<file path="config.mk">
export PLATFORM = sky130hd
export DESIGN_NAME = fsm_se8s_stepper
export DESIGN_NICKNAME = d
export VERILOG_FILES = /design/src/rtl/fsm_stepper_pkg.sv /design/src/rtl/fsm_step_timer.sv /design/src/rtl/fsm_se8s_stepper.sv
export SDC_FILE = /design/constraint.sdc
export NUM_CORES = 1
export LEC_CHECK = 0
export CORE_MARGIN = 4
export CORE_UTILIZATION = 55
export DETAILED_ROUTE_END_ITERATION = 10
export PLACE_DENSITY = 0.88
export RECOVER_POWER = 100
export SETUP_SLACK_MARGIN = 0.3
export SLEW_MARGIN = 40
export SYNTH_ARGS = -nofsm -noshare
export SYNTH_HDL_FRONTEND = slang
export SYNTH_SLANG_ARGS = --single-unit
</file>
<file path="constraint.sdc">
create_clock -name clk -period 2.43 [get_ports clk]
set_input_delay 0.486 -clock clk [delete_from_list [all_inputs] [get_ports clk]]
set_output_delay 0.486 -clock clk [all_outputs]
set_load 0.02 [all_outputs]
</file>
<file path="src/rtl/fsm_stepper_pkg.sv">
// Shared types and constants for the 8-state sequencer stepper.
package fsm_stepper_pkg;

    localparam int unsigned NUM_ST           = 8;
    localparam int unsigned ST_W             = 3;
    localparam int unsigned TMR_W            = 8;
    localparam int unsigned DEF_STEP_TIMEOUT = 15;

    typedef enum logic [2:0] {
        S_IDLE = 3'd0,
        S_STEP = 3'd1,
        S_WAIT = 3'd2,
        S_DONE = 3'd3,
        S_ERR  = 3'd4
    } state_e;

    function automatic logic [NUM_ST-1:0] st_onehot(input logic [ST_W-1:0] s);
        return NUM_ST'(1) << s;
    endfunction

    // Successor state on the ring; 3-bit add wraps 7 -> 0.
    function automatic logic [ST_W-1:0] st_next(input logic [ST_W-1:0] s);
        return s + ST_W'(1);
    endfunction

endpackage

</file>
<file path="src/rtl/fsm_step_timer.sv">
// Saturating WAIT-state timer; expired_c flags the cycle the count reaches LIMIT.
module fsm_step_timer
    import fsm_stepper_pkg::*;
#(
    parameter int unsigned LIMIT = DEF_STEP_TIMEOUT
) (
    input  logic clk,
    input  logic rst,
    input  logic clear_i,
    input  logic enable_i,
    output logic expired_c
);

    localparam logic [TMR_W:0] LIM_X = (TMR_W+1)'(LIMIT);

    logic [TMR_W-1:0] cnt_q;
    logic [TMR_W-1:0] cnt_d;

    always_comb begin
        cnt_d = cnt_q;
        if (clear_i) begin
            cnt_d = '0;
        end else if (enable_i && (cnt_q != '1)) begin
            cnt_d = cnt_q + TMR_W'(1);
        end
    end

    // Lookahead: the increment taken this cycle reaches the limit.
    assign expired_c = enable_i && (({1'b0, cnt_q} + (TMR_W+1)'(1)) >= LIM_X);

    always_ff @(posedge clk or posedge rst) begin
        if (rst) begin
            cnt_q <= '0;
        end else begin
            cnt_q <= cnt_d;
        end
    end

endmodule

</file>
<file path="src/rtl/fsm_se8s_stepper.sv">
// Walks an 8-state ring sequencer forward to a requested state, one strobe per step,
// with a timeout and unexpected-jump detection.
module fsm_se8s_stepper
    import fsm_stepper_pkg::*;
#(
    parameter int unsigned STEP_TIMEOUT = DEF_STEP_TIMEOUT
) (
    input  logic              clk,
    input  logic              rst,
    input  logic              req_valid,
    input  logic [ST_W-1:0]   req_target,
    output logic              req_ready,
    input  logic [ST_W-1:0]   st_in,
    output logic [NUM_ST-1:0] t_out,
    output logic              busy,
    output logic              done,
    output logic              err
);

    state_e              state_q, state_d;
    logic [ST_W-1:0]     tgt_q, tgt_d;
    logic [ST_W-1:0]     prev_q, prev_d;
    logic [ST_W-1:0]     exp_q, exp_d;
    logic [NUM_ST-1:0]   t_out_q, t_out_d;
    logic                ready_q, ready_d;
    logic                busy_q, busy_d;
    logic                done_q, done_d;
    logic                err_q, err_d;
    logic                tmr_clr, tmr_en, tmr_exp;

    fsm_step_timer #(.LIMIT(STEP_TIMEOUT)) u_timer (
        .clk       (clk),
        .rst       (rst),
        .clear_i   (tmr_clr),
        .enable_i  (tmr_en),
        .expired_c (tmr_exp)
    );

    always_comb begin
        state_d = state_q;
        tgt_d   = tgt_q;
        prev_d  = prev_q;
        exp_d   = exp_q;
        tmr_clr = 1'b0;
        tmr_en  = 1'b0;

        unique case (state_q)
            S_IDLE: begin
                if (req_valid) begin
                    tgt_d   = req_target;
                    state_d = (st_in == req_target) ? S_DONE : S_STEP;
                end
            end
            S_STEP: begin
                tmr_clr = 1'b1;
                state_d = S_WAIT;
            end
            S_WAIT: begin
                tmr_en = 1'b1;
                if (st_in == exp_q) begin
                    state_d = (exp_q == tgt_q) ? S_DONE : S_STEP;
                end else if (st_in != prev_q) begin
                    state_d = S_ERR;
                end else if (tmr_exp) begin
                    state_d = S_ERR;
                end
            end
            S_DONE, S_ERR: state_d = S_IDLE;
            default:       state_d = S_IDLE;
        endcase

        // Position is captured on entry to STEP so the strobe comes straight from a flop.
        if (state_d == S_STEP) begin
            prev_d = st_in;
            exp_d  = st_next(st_in);
        end

        t_out_d = (state_d == S_STEP) ? st_onehot(st_in) : '0;
        ready_d = (state_d == S_IDLE);
        busy_d  = (state_d != S_IDLE);
        done_d  = (state_d == S_DONE);
        err_d   = (state_d == S_ERR);
    end

    always_ff @(posedge clk or posedge rst) begin
        if (rst) begin
            state_q <= S_IDLE;
            tgt_q   <= '0;
            prev_q  <= '0;
            exp_q   <= '0;
            t_out_q <= '0;
            ready_q <= 1'b1;
            busy_q  <= 1'b0;
            done_q  <= 1'b0;
            err_q   <= 1'b0;
        end else begin
            state_q <= state_d;
            tgt_q   <= tgt_d;
            prev_q  <= prev_d;
            exp_q   <= exp_d;
            t_out_q <= t_out_d;
            ready_q <= ready_d;
            busy_q  <= busy_d;
            done_q  <= done_d;
            err_q   <= err_d;
        end
    end

    assign req_ready = ready_q;
    assign t_out     = t_out_q;
    assign busy      = busy_q;
    assign done      = done_q;
    assign err       = err_q;

endmodule
</file>
==> flow_summary.yaml, run 1 <==
synthesis:
  async_reset_ff_share_pct: 100.0
  synth_flop_cell: "dfrtp_1"
  syn_inst: 149
  yosys_warnings: 0
  avgSynthCellArea_um2: 11.59
  ys_top_cells_by_area: "dfrtp_1, ha_1, xnor2_1"
  ys_types: 45
  yosysTopAreaCellShare_pct: 44.93
  yosysMostFrequentCell: "dfrtp_1"
  synth_common_cells: "dfrtp_1, xnor2_1"
  synth_edf_count: 0
  syn_area_um2: 1727
  synth_fp_nets: 166
  synth_seq_cells: 32
  yosysTopAreaCell: "dfrtp_1"
  yosysSeqAreaShare_pct: 46.45
placement:
  dpl_cell_area_um2: 2003
  gp_congestion: 1.010
  pre_cts_slack_ns: -0.05568
  post-place-cells: 215
  hpwl_mm: 2.441
  portBuffers: 20
global_route:
  grt_pass1_vias: 1294
  antenna_found_initial: 0
  grt_use_total_pct: 19.20
  grt.overflow.total: 0
  grt_first_pass_wirelength_mm: 5.954
  grt_max_degree: 33
power:
  p_switching_w: 0.0008127
  p_clk_share_pct: 19.0
  power_frac_comb_pct: 41.8
  seq_power_share_pct: 39.2
  switching_share_pct: 37.31
  peakVddDrop_uv: 489.1
  leakage_nw: 0.9773
  internal_power_w: 0.001365
  powerDensity_nw_per_um2: 1044
sta:
  finalCritPeriodShare_pct: 91.83
  max_freq_ghz: 0.4481
  setup_viol: 0
  relSlewSlack_pct: 65.17
  fin_crit_ns: 2.231
  final_hold_viol_count: 0
  grt_setup_unrepaired: "true"
  worst_pin_slew_ns: 0.5225
  fin_ws_ns: 0.1986
  worst_clock_skew_ns: 0.008831
  final_max_slew_viol_count: 0
setup_path:
  crit_end: "prev_q[1]"
  endpoint_kind: "register"
  cp_data_required_time_ns: 2.67
  worst-path-max-fanout: 12
  reg2reg_slack_ns: 0.30
  r2r-end: "u_timer.cnt_q[7]"
  critPathLaunchType: "primary input"
  reg2reg_from: "u_timer.cnt_q[0]"
  critPathLaunch: "st_in[1]"
  cp.arrival_ns: 2.47
  worst-r2r-cell-count: 5
  worst-setup-path-type: "in -> reg"
clock_tree:
  cts_tree: "yes"
  cts_buffers: 5
  post_cts_buffers: 0
  cts_sinks: 32
  cts_resized: 0
  clock_path_buffers: 2
  clock_latency_ns: 0.34
  clock-root-buffer: "clkbuf_4"
  cts_hold_buf: 0
  htreeDepth: 2
  clkTransAtPathRegs_ns: 0.11
route:
  vias_per_cell: 5.453
  route.detailed.wl_per_inst_um: 15.84
  drt_pre_antenna_iters: 6
  drt_iter0_markers: 69
  ant_nets: 0
  remaining_drc_errors: 0
  vias: 1216
  wirelength_mm: 3.533
min_path:
  min-delay-start: "tgt_q[0]"
  hp-class: "reg -> reg"
layout:
  area_growth_pct: 20.87
  final_area_um2: 2087
  utilization_pct: 68.93
  antenna_cells: 0
  final_cells: 223
  fin_nets: 195
  nFillCells: 225
  drive_above_1_share_pct: 16.76
die:
  core.rowCount: 20
  die-area_um2: 4100
  fp.dieH_um: 64.03
  coreArea_um2: 3028
  initial_utilization_pct: 57.02
  fp.dieW_um: 64.03
  ioPinCount: 21
outcome:
  outcome: "completed"
job:
  maxCapViolations: 0
==> power by group through the flow <==
stage	clock [W]	combinational (W)	sequential (W)
floorplan	0	0.000664	0.000879
global placement	0	0.000903	0.000850
detailed placement	0	0.000945	0.000859
CTS	0.000419	0.000958	0.000849
global route	0.000445	0.000995	0.000876
finish	0.000414	0.000911	0.000853
==> how the worst min path moves through the flow <==
stage	cells past startpoint	slack, ns	end
after floorplan	1	0.50	prev_q[1]
after global placement	1	0.52	tgt_q[0]
after detailed placement	1	0.52	tgt_q[0]
after CTS	3	0.52	u_timer.cnt_q[1]
final	1	0.55	tgt_q[0]
after global routing	1	0.56	tgt_q[0]
==> cell families after synthesis <==
kind of cell	count (synthesis)	synth area share, %
buffers and inverters	13	3.551
adders and majority gates	8	5.797
DFF	32	46.45
xor gates and xnor gates	14	7.101
AOI/OAI and AO/OA	25	12.68
muxes	13	8.913
and+or+nand+nor	44	15.51
==> layout by cell type, fill, tap and decap left out, types with 3 or more instances in the layout <==
cell             count
clkdlybuf4s50_1      5
dlygate4sd3_1       15
nand3_1              3
mux2_2               7
xor2_1               4
ha_1                 8
xnor2_1              8
o21ai_0              4
inv_1                8
nor2_1               8
and3_1               5
and2_1               3
mux2i_1              3
buf_4                6
nor3b_1              4
mux2_1               3
nand4_1              3
nand2_1              8
clkbuf_4             5
dfrtp_1             31
==> cell type report <==
| type | instances | area, µm² | area share, % |
|---|---|---|---|
| multi-input cells | 104 | 874.6 | 41.91 |
| inverters | 8 | 30.03 | 1.439 |
| clock inverters | 2 | 35.03 | 1.679 |
| clock buffers | 6 | 41.29 | 1.978 |
| repair buffers | 27 | 249.0 | 11.93 |
| flip-flops and latches | 32 | 802.0 | 38.43 |
| well taps | 44 | 55.05 | 2.638 |
==> critical path, stage by stage <==
cell,delay (ns)
dlygate4sd3_1,0.63
xnor2_1,0.32
nand4_1,0.21
o211ai_1,0.25
buf_4,0.23
mux2_2,0.35
==> flip-flops by register name (all words and copies together) (netlist names) <==
signal / count
busy: 1
done: 1
err: 1
exp_q: 3
prev_q: 3
req_ready: 1
state_q: 3
t_out: 8
tgt_q: 3
u_timer.cnt_q: 8
==> per-stage QoR <==
stage / TNS (ns) / total power (W) / hold WS (ns)
after floorplan: 0 / 0.001543 / 0.4994
after global placement: 0 / 0.001753 / 0.5154
after detailed placement: -0.1544 / 0.001804 / 0.5193
after CTS: 0 / 0.002226 / 0.5172
after global routing: 0 / 0.002317 / 0.5573
final: 0 / 0.002178 / 0.5456
==> per-layer routing <==
metal	part of all wire, %	up-vias	track usage, %
met3	4.3	5	6.151
met5	0	-	0
met2	48	33	31.48
met4	1.9	0	9.164
met1	46	597	22.61
li1	-	581	-
Power figures use the tool's default switching activity.
==> inputs of run 2 (changes only) <==
--- a/config.mk
+++ b/config.mk
@@ -6,9 +6,9 @@
 export NUM_CORES = 1
 export LEC_CHECK = 0
 export CORE_MARGIN = 4
-export CORE_UTILIZATION = 55
+export CORE_UTILIZATION = 59
 export DETAILED_ROUTE_END_ITERATION = 10
-export PLACE_DENSITY = 0.88
+export PLACE_DENSITY = 0.93
 export RECOVER_POWER = 100
 export SETUP_SLACK_MARGIN = 0.3
 export SLEW_MARGIN = 40
==> constraint.sdc (replaced) <==
create_clock -name clk -period 2.8 [get_ports clk]
set_input_delay 0.56 -clock clk [delete_from_list [all_inputs] [get_ports clk]]
set_output_delay 0.56 -clock clk [all_outputs]
set_load 0.02 [all_outputs]
==> run 2 against run 1 <==
  * The run now ends with capacitance limit, slew limit left
  * Clock-buffer cell count increased by 1
  * Highest routed layer unchanged
  * Combinational power decreased by 15%
  * Core utilization up 4.4 points
  * Largest cell class unchanged
  * Hold slack worse by 0.0055 ns
  * Die area shrank 6.0%
  * Non-clock buffer count is 1 lower
  * Clock skew about the same
  * Critical path type unchanged
==> flow_summary.yaml, run 2 (same netlist as run 1, synthesis figures left out) <==
die:
  ioPinCount: 21
  fp.dieH_um: 62.10
  fp.dieW_um: 62.10
  coreArea_um2: 2781
  initial_utilization_pct: 62.08
  die-area_um2: 3856
  core.rowCount: 19
sta:
  relSlewSlack_pct: -12.23
  setup_viol: 0
  max_freq_ghz: 0.4042
  worst_clock_skew_ns: 0.008637
  fin_crit_ns: 2.474
  final_max_slew_viol_count: 33
  final_hold_viol_count: 0
  finalCritPeriodShare_pct: 88.36
  whs_ns: 0.5401
  tns_ns: 0
  grt_setup_unrepaired: "false"
  worst_pin_slew_ns: 1.683
setup_path:
  worst-setup-path-type: "in -> reg"
  reg2reg_slack_ns: 0.47
  r2r-end: "prev_q[2]"
  worst-path-max-fanout: 7
  endpoint_kind: "register"
  reg2reg_from: "state_q[2]"
  worst-r2r-cell-count: 4
  cp_data_required_time_ns: 3.03
  cp.arrival_ns: 2.70
  critPathLaunchType: "primary input"
route:
  drt_pre_antenna_iters: 6
  vias_per_cell: 6.120
  dr_wl_met3_um: 179
  route.detailed.wl_per_inst_um: 17.49
  drt_iter0_markers: 77
  ant_nets: 0
  remaining_drc_errors: 0
  vias: 1279
  routed.top_layer: "met4"
  wl_met1_mm: 1.493
  wl_met2_mm: 1.858
  wirelength_mm: 3.656
clock_tree:
  cts_hold_buf: 0
  cts_resized: 0
  post_cts_buffers: 0
  clock_path_buffers: 2
  clock-root-buffer: "clkbuf_4"
  cts_sinks: 32
  htreeDepth: 2
  cts_tree: "yes"
  clock_latency_ns: 0.35
  clkTransAtPathRegs_ns: 0.10
  cts_buffers: 5
min_path:
  min-delay-start: "prev_q[1]"
  worstHoldPathCells: 1
  hp-class: "reg -> reg"
  min_to: "prev_q[1]"
layout:
  antenna_cells: 0
  nFillCells: 200
  final_cell_mix: "dfrtp_1, dlygate4sd3_1, xnor2_1"
  fin_nets: 194
  drive_above_1_share_pct: 15.17
  area_growth_pct: 18.19
  layout_commonest_cell: "dfrtp_1"
power:
  p_switching_w: 0.0006912
  power_frac_comb_pct: 40.7
  seq_power_share_pct: 38.0
  internal_power_w: 0.001216
  leakage_nw: 0.9599
  p_clk_share_pct: 21.3
  powerDensity_nw_per_um2: 934.5
  peakVddDrop_uv: 912.7
  switching_share_pct: 36.25
  power.total_w: 0.001907
global_route:
  grt_first_pass_wirelength_mm: 5.906
  grt_pass1_vias: 1282
  antenna_found_initial: 0
  grt_use_total_pct: 22.13
  grt.overflow.total: 0
  grt_max_degree: 33
placement:
  portBuffers: 20
  gp_congestion: 0.8499
  hpwl_mm: 2.671
job:
  maxCapViolations: 1
outcome:
  outcome: "finished with violations"
  violations: "capacitance limit, slew limit"
[run 2: critical path: stages]
cell,delay [ns]
clkdlybuf4s50_1,0.45
nor4b_1,0.66
a41oi_1,0.38
o211ai_2,0.27
mux2_1,0.38
[run 2: power groups by stage]
stage	Clock (W)	Combinational, W	Sequential (W)
after floorplan	0	0.000576	0.000763
after global placement	0	0.000777	0.000732
after detailed placement	0	0.000829	0.000745
after CTS	0.000409	0.000833	0.000737
after global routing	0.000434	0.000848	0.000743
final	0.000406	0.000776	0.000726
[run 2: final cells by class]
| cell class | count | area, µm² | area share, % |
|---|---|---|---|
| timing repair buffer | 26 | 237.7 | 11.65 |
| tap | 31 | 38.79 | 1.901 |
| multi-input combinational | 104 | 837.1 | 41.02 |
| clock buffer | 7 | 65.06 | 3.188 |
| inverter | 8 | 30.03 | 1.471 |
| clock inverter | 1 | 30.03 | 1.471 |
| sequential | 32 | 802.0 | 39.30 |
[run 2: per-layer routing]
metal / global-route usage, % / vias to the layer above
met1: 26.21 / 643
met2: 34.02 / 37
li1: - / 587
met3: 10.33 / 12
met4: 10.30 / 0
met5: 0 / -
[run 2: how the worst max path moves through the flow]
| stage | startpoint | to | slack [ns] | cells after the start |
|---|---|---|---|---|
| 2_1_floorplan | st_in[2] | exp_q[0] | 0.94 | 6 |
| 3_5_place_dp | st_in[1] | prev_q[0] | 0.11 | 5 |
| 4_1_cts | st_in[1] | prev_q[0] | 0.47 | 5 |
| 6_report | req_valid | prev_q[2] | 0.33 | 5 |
| 3_3_place_gp | st_in[1] | prev_q[1] | 0.24 | 5 |
| 5_1_grt | req_valid | t_out[2] | 0.24 | 7 |
[run 2: per-stage QoR]
| stage | std cells | instance area, µm² | util (%) | worst slack, ns |
|---|---|---|---|---|
| after detailed placement | 201 | 1979 | 71.17 | 0.1074 |
| after global routing | 209 | 2041 | 73.37 | 0.2395 |
| final | 209 | 2041 | 73.37 | 0.3260 |
| after CTS | 209 | 2074 | 74.58 | 0.4690 |
| after global placement | 201 | 1979 | 71.17 | 0.2421 |
| after floorplan | 149 | 1727 | - | 0.9359 |
==> inputs of run 3 (changes only) <==
--- a/config.mk
+++ b/config.mk
@@ -7,6 +7,7 @@
 export LEC_CHECK = 0
 export CORE_MARGIN = 4
 export CORE_UTILIZATION = 59
+export CTS_CLUSTER_SIZE = 16
 export DETAILED_ROUTE_END_ITERATION = 10
 export PLACE_DENSITY = 0.93
 export RECOVER_POWER = 100
==> results of run 3 <==
No change in the layout: final DEF, timing and power equal those of run 2.
